[src/rtl/ppgen_bw12_stage_if.sv]
`default_nettype none
// +------------------------------------------------------------------+
// | ppgen_bw12_stage_if : operand/partial-product handshake bundle     |
// | Revision: 1.0                                                      |
// +------------------------------------------------------------------+
interface ppgen_bw12_stage_if;
  logic         in_valid;
  logic         in_ready;
  logic [11:0]  in_a;
  logic [11:0]  in_b;
  logic         flush;
  logic         out_valid;
  logic         out_ready;
  logic [143:0] pp;

  modport master (
    output in_valid, in_a, in_b, flush, out_ready,
    input  in_ready, out_valid, pp
  );

  modport slave (
    input  in_valid, in_a, in_b, flush, out_ready,
    output in_ready, out_valid, pp
  );
endinterface
`default_nettype wire

[src/rtl/ppgen_bw12_stage.sv]
`default_nettype none
// +------------------------------------------------------------------+
// | ppgen_bw12_stage : Baugh-Wooley 12x12 partial-product generator    |
// | with a skid buffer and registered elastic output.  Revision: 1.0   |
// +------------------------------------------------------------------+
module ppgen_bw12_stage #(
  parameter int W = 12
) (
  input wire logic          clk,
  input wire logic          rst,
  ppgen_bw12_stage_if.slave bus
);
  localparam int PPW = W * W;

  if (W != 12) begin : g_bad_width
    $error("ppgen_bw12_stage: W must be 12");
  end

  logic [W-1:0]   skid_a;
  logic [W-1:0]   skid_b;
  logic           skid_v;
  logic           out_valid;
  logic [PPW-1:0] pp;

  logic           accept;
  logic           load;
  logic [W-1:0]   src_a;
  logic [W-1:0]   src_b;
  logic [PPW-1:0] pp_next;

  assign accept = bus.in_valid & ~skid_v;
  assign load   = ~out_valid | bus.out_ready;

  // Skid contents always go out before the live input.
  assign src_a  = skid_v ? skid_a : bus.in_a;
  assign src_b  = skid_v ? skid_b : bus.in_b;

  for (genvar i = 0; i < W; i++) begin : g_row
    for (genvar j = 0; j < W; j++) begin : g_col
      if ((i == W - 1) != (j == W - 1)) begin : g_neg
        assign pp_next[W*i+j] = ~(src_a[j] & src_b[i]);
      end else begin : g_pos
        assign pp_next[W*i+j] = src_a[j] & src_b[i];
      end
    end
  end

  always_ff @(posedge clk or posedge rst) begin
    if (rst) begin
      skid_a    <= '0;
      skid_b    <= '0;
      skid_v    <= 1'b0;
      out_valid <= 1'b0;
      pp        <= '0;
    end else if (bus.flush) begin
      skid_v    <= 1'b0;
      out_valid <= 1'b0;
    end else if (load) begin
      if (skid_v) begin
        pp        <= pp_next;
        out_valid <= 1'b1;
        skid_v    <= 1'b0;
      end else if (accept) begin
        pp        <= pp_next;
        out_valid <= 1'b1;
      end else begin
        out_valid <= 1'b0;
      end
    end else if (accept) begin
      skid_a <= bus.in_a;
      skid_b <= bus.in_b;
      skid_v <= 1'b1;
    end
  end

  assign bus.in_ready  = ~skid_v;
  assign bus.out_valid = out_valid;
  assign bus.pp        = pp;
endmodule
`default_nettype wire

[src/flat_wrapper.sv]
// flat-port wrapper written by rule: the top's interface ports become plain ports
module ppgen_bw12_stage_flat 
#(
  parameter int W = 12
)
  (clk, rst, bus_in_valid, bus_in_a, bus_in_b, bus_flush, bus_out_ready, bus_in_ready, bus_out_valid, bus_pp);
  ppgen_bw12_stage_if bus_i ();
  input wire logic clk;
  input wire logic rst;
  input wire logic [$bits(bus_i.in_valid)-1:0] bus_in_valid;
  input wire logic [$bits(bus_i.in_a)-1:0] bus_in_a;
  input wire logic [$bits(bus_i.in_b)-1:0] bus_in_b;
  input wire logic [$bits(bus_i.flush)-1:0] bus_flush;
  input wire logic [$bits(bus_i.out_ready)-1:0] bus_out_ready;
  output wire logic [$bits(bus_i.in_ready)-1:0] bus_in_ready;
  output wire logic [$bits(bus_i.out_valid)-1:0] bus_out_valid;
  output wire logic [$bits(bus_i.pp)-1:0] bus_pp;
  assign bus_i.in_valid = bus_in_valid;
  assign bus_i.in_a = bus_in_a;
  assign bus_i.in_b = bus_in_b;
  assign bus_i.flush = bus_flush;
  assign bus_i.out_ready = bus_out_ready;
  assign bus_in_ready = bus_i.in_ready;
  assign bus_out_valid = bus_i.out_valid;
  assign bus_pp = bus_i.pp;
  ppgen_bw12_stage #(.W(W)) u_core (.clk(clk), .rst(rst), .bus(bus_i));
endmodule
[config.mk]
export PLATFORM = sky130hd
export DESIGN_NAME = ppgen_bw12_stage_flat
export DESIGN_NICKNAME = d
export VERILOG_FILES = /design/src/rtl/ppgen_bw12_stage_if.sv /design/src/rtl/ppgen_bw12_stage.sv /design/src/flat_wrapper.sv
export SDC_FILE = /design/constraint.sdc
export NUM_CORES = 1
export LEC_CHECK = 0
export ABC_AREA = 1
export BUFFER_PORTS_ARGS = -buffer_cell sky130_fd_sc_hd__buf_2
export CAP_MARGIN = 20
export CORE_UTILIZATION = 54
export DETAILED_ROUTE_END_ITERATION = 7
export GPL_TIMING_DRIVEN = 0
export PLACE_DENSITY = 0.9
export SLEW_MARGIN = 40
export SYNTH_ARGS = -nofsm -noshare
export SYNTH_HDL_FRONTEND = slang
export SYNTH_SLANG_ARGS = --single-unit
[constraint.sdc]
create_clock -name clk -period 6.3 [get_ports clk]
set_input_delay 0.945 -clock clk [delete_from_list [all_inputs] [get_ports clk]]
set_output_delay 0.945 -clock clk [all_outputs]
set_load 0.05 [all_outputs]
Yosys cells after proc, flatten, opt, wreduce, memory -nomap -nowiden
Cells that the tools add are included.
{"block": "totals", "out_inout_bits": 146, "elab_cells": 193, "register_bits": 170}
{"block": "op_classes", "reduce_logical": 5, "n_bitwise": 172, "n_mux": 11}
{"op": "$mux W144", "n": 2}
{"op": "$and A1 B1 Y1", "n": 145}
{"op": "$not A1 Y1", "n": 26}
{"op": "$mux W12", "n": 2}
{"op": "$mux W1", "n": 7}
{"op": "$reduce_and A3 Y1", "n": 2}
{"op": "$reduce_bool A2 Y1", "n": 2}
{"op": "$reduce_bool A3 Y1", "n": 1}
{"op": "$or A1 B1 Y1", "n": 1}

Depth between registers and ports, before layout
{"block": "depth", "depth_word": 6, "depth_mapped": 9}

Worst setup path before layout
No wires, ideal clock.
{"block": "synth_path", "kind": "register to output", "startpoint": "reg u_core.skid_v", "endpoint": "out bus_in_ready", "required_ns": 5.355, "slack_ns": 4.275, "n_path_buf": 3, "t_arrival_ns": 1.080, "stages_incl_launch_ff": 5, "cell_sequence": "dfrtp_1 buf_4 inv_4 buf_4 buf_2"}
{"block": "synth_via", "elab_chain_len": 1}
{"element": "start, declared", "line": "ppgen_bw12_stage.sv:21", "rtl": "logic skid_v;"}
{"element": "start signal, assigned", "line": "ppgen_bw12_stage.sv:52", "rtl": "skid_v <= 1'b0;"}
{"element": "start signal, assigned", "line": "ppgen_bw12_stage.sv:56", "rtl": "skid_v <= 1'b0;"}
{"element": "start signal, assigned", "line": "ppgen_bw12_stage.sv:62", "rtl": "skid_v <= 1'b0;"}
{"element": "$not A1 Y1", "line": "ppgen_bw12_stage.sv:76", "rtl": "assign bus.in_ready = ~skid_v;"}
{"element": "end, declared", "line": "flat_wrapper.sv:15", "rtl": "output wire logic [$bits(bus_i.in_ready)-1:0] bus_in_ready;"}
Every way passes these cells.

Worst setup path after layout
Ends and elaborated chain as after synthesis.

==> impl_results.md <==
* Max clock buf depth at 2
* Cts hold-fix bufs at 0
* CTS tree: built
* CTS-repair resized insts at 0
* Post-layout util at 68.6%
* Vias in the first global route at around 6.7k
* Largest net degree at the start of global routing at 68
* Power after layout at about 3.4 mW
* Post-Syn Nets at 1112
* Total track usage at 30.3%
* Status: finished clean
* Die Wd at 123 um
* H-Tree Depth at 4
* Min Tclk post-route at 2880 ps
* Setup TNS Final at 0 ps
* Initial antenna violation count at 2
* Post-Synthesis Cell Area at between 7000 and 8000 sq um
* Worst slew margin at 64.0%
* Vias per cell at slightly above 5
* Crit path required time at 5350 ps
* Pins Over Slew Limit at 0
* Clk_skew at 8.46 ps
* Critical path startpoint category: register
* Cell count after synthesis at around 1.1k
* Ranking of synthesized cells by area: dfrtp_1 (54%), nand2_1 (30%), nor2_1 (5.9%)
* GR Overflow Total at 0
* Dpl hpwl at 14800 um
* Wire per inst at 14.9 um
* CP startpoint: u_core.skid_v
* Chip height at approximately 120 um
* Final hold vios at 0
* Endpoint class of the critical path: output port
* Die area at 15000 sq um
* CP arrival at 1930 ps
* Initial Util at approximately 56%
* WS Path Type: register to output port
* RSZ-0062 raised after global routing: no
* Power Density at 357 nW/um^2
* Reg2Reg Setup Slack at 4530 ps
* GPL Wtd Cong at 0.880
* Synth warn at 0
* Syn Area/Cell at 7.26 sq um
* MaxCap Viol Count at 0
* Worst min path class: register to register
* Max VDD drop at about 0.19 mV
* Seq/Total Area, Yosys at 54.1%
* 1st-pass router iterations at 5
* Flops & latches, synth at 170
* Max Freq at ~350 MHz
* R2r endpoint: u_core.bus.pp[12]
* Io pins at 175
* Worst-Skew Late Latency at 430 ps
* Postcts setup bufs at 0
* Final setup violation count at 0
* Static leakage at slightly below 6 nW
* Post-route antenna net violation count at 0
* Root Buffer: clkbuf_16
* # rows at 43
* First-pass GRT wire length at 34000 um
* Layout cells sized above 1 at about a fifth
* End point of the critical path: bus_in_ready
* CTS buffer count at 17
* Period utilisation layout at ~46%
* Worst Hold Slack at 473 ps
* Leading area contributor after synthesis: dfrtp_1
* Number of distinct library cells after synthesis at 18
* Initial drt markers at 728
* FILL cells at 1138
* Reg2reg path depth at 8
* Start of the worst register-to-register path: u_core.skid_v
* Area share of the largest cell type after synthesis at 54.1%
* Worst-path clk slew at 60 ps
* Core Box Area at 14000 sq um
* Crit Path Max Fanout at 10
* Worst-Margin Slew at 540 ps
* Layout Nets at 1307
* Area growth from synthesis to layout at 22.6%
* Total number of vias at roughly 7.5k
* PortBufs at 174
* DRC Markers at 0
* CTS sink count at 170
* WL final at 22000 um
-- cells by family (layout without fill, tap and decap cells) --
| logic type | count (synthesis) | after routing | synth area share, % |
|---|---|---|---|
| other | 0 | 1 | 0 |
| and+or+nand+nor | 775 | 775 | 37.7 |
| DFF | 170 | 170 | 54.1 |
| AOI/OAI and AO/OA | 15 | 15 | 0.955 |
| buffers and inverters | 123 | 330 | 7.20 |
-- area by class of cell --
cell class / count / area, sq um / area share, %
timing repair buffer: 176 / 926 / 9.61
tap: 180 / 225 / 2.34
sequential: 170 / 4250 / 44.2
clock buffer: 24 / 502 / 5.21
clock inverter: 7 / 113 / 1.17
inverter: 53 / 209 / 2.17
antenna: 1 / 2.50 / 0.0260
multi-input combinational: 790 / 3040 / 31.5
buffer: 70 / 364 / 3.78
-- per-stage QoR --
stage | instance area [sq um] | worst slack, ps | cells
after floorplan | 7860 | 752 | 1083
after global placement | 8950 | -1020 | 1437
after detailed placement | 9020 | 3860 | 1439
after CTS | 9630 | 3410 | 1470
after global routing | 9630 | 3330 | 1471
final | 9630 | 3420 | 1471
-- metal layers --
| layer | part of all wire, % | global-route usage, % | wire length [um] | vias up |
|---|---|---|---|---|
| met4 | 2.8 | 12.7 | 611 | 2 |
| met1 | 43 | 41.6 | 9480 | 3528 |
| met3 | 8.6 | 6.74 | 1900 | 51 |
| met2 | 45 | 46.4 | 9970 | 358 |
| met5 | 0.050 | 0 | 11 | - |
| li1 | - | - | - | 3592 |
-- cell usage in the layout, fill, tap and decap left out, types with 5 or more instances in the layout --
cell / n
nand2_1: 621
buf_2: 222
dfrtp_1: 170
nor2_1: 124
inv_1: 50
nand3_1: 24
clkbuf_16: 17
o21ai_0: 14
buf_4: 9
buf_1: 8
clkbuf_1: 6
clkbuf_8: 5
-- critical path, cell delays in order, from the launching register on --
cell	delay [ps]
dfrtp_1	410
buf_4	190
inv_4	110
buf_4	210
buf_2	270
buf_2	320
-- synthesized netlist by cell type --
master and n:
nand3_1 24, nor2_4 1, buf_1 8, inv_4 1, o21ai_0 14, nor2_2 3
inv_2 1, inv_1 51, o21ai_1 1, buf_4 9, clkbuf_1 4, nand2_2 1
nand2_1 621, buf_6 1, nor2_1 124, dfrtp_1 170, buf_2 48, nor3_2 1
-- flip-flops by register name, indices dropped and copies added (netlist names) --
signal,cells
u_core.bus.pp,144
u_core.skid_a,12
u_core.skid_v,1
u_core.skid_b,12
u_core.bus.out_valid,1
-- where the power goes --
| part | leakage [nW] | switching (mW) | internal [mW] |
|---|---|---|---|
| Sequential | 2.20 | 0.106 | 1.26 |
| Clock | 0.302 | 0.417 | 0.673 |
| Combinational | 3.35 | 0.772 | 0.218 |
-- worst min path at each step --
stage | start | endpoint | cells after the start
3_3_place_gp | u_core.bus.pp[38] | u_core.bus.pp[38] | 2
5_1_grt | u_core.bus.pp[78] | u_core.bus.pp[78] | 2
3_5_place_dp | u_core.bus.pp[104] | u_core.bus.pp[104] | 2
4_1_cts | u_core.bus.pp[104] | u_core.bus.pp[104] | 2
2_1_floorplan | u_core.skid_a[0] | u_core.skid_a[0] | 2
6_report | u_core.bus.pp[37] | u_core.bus.pp[37] | 2
(Power assumes the default switching activity.)
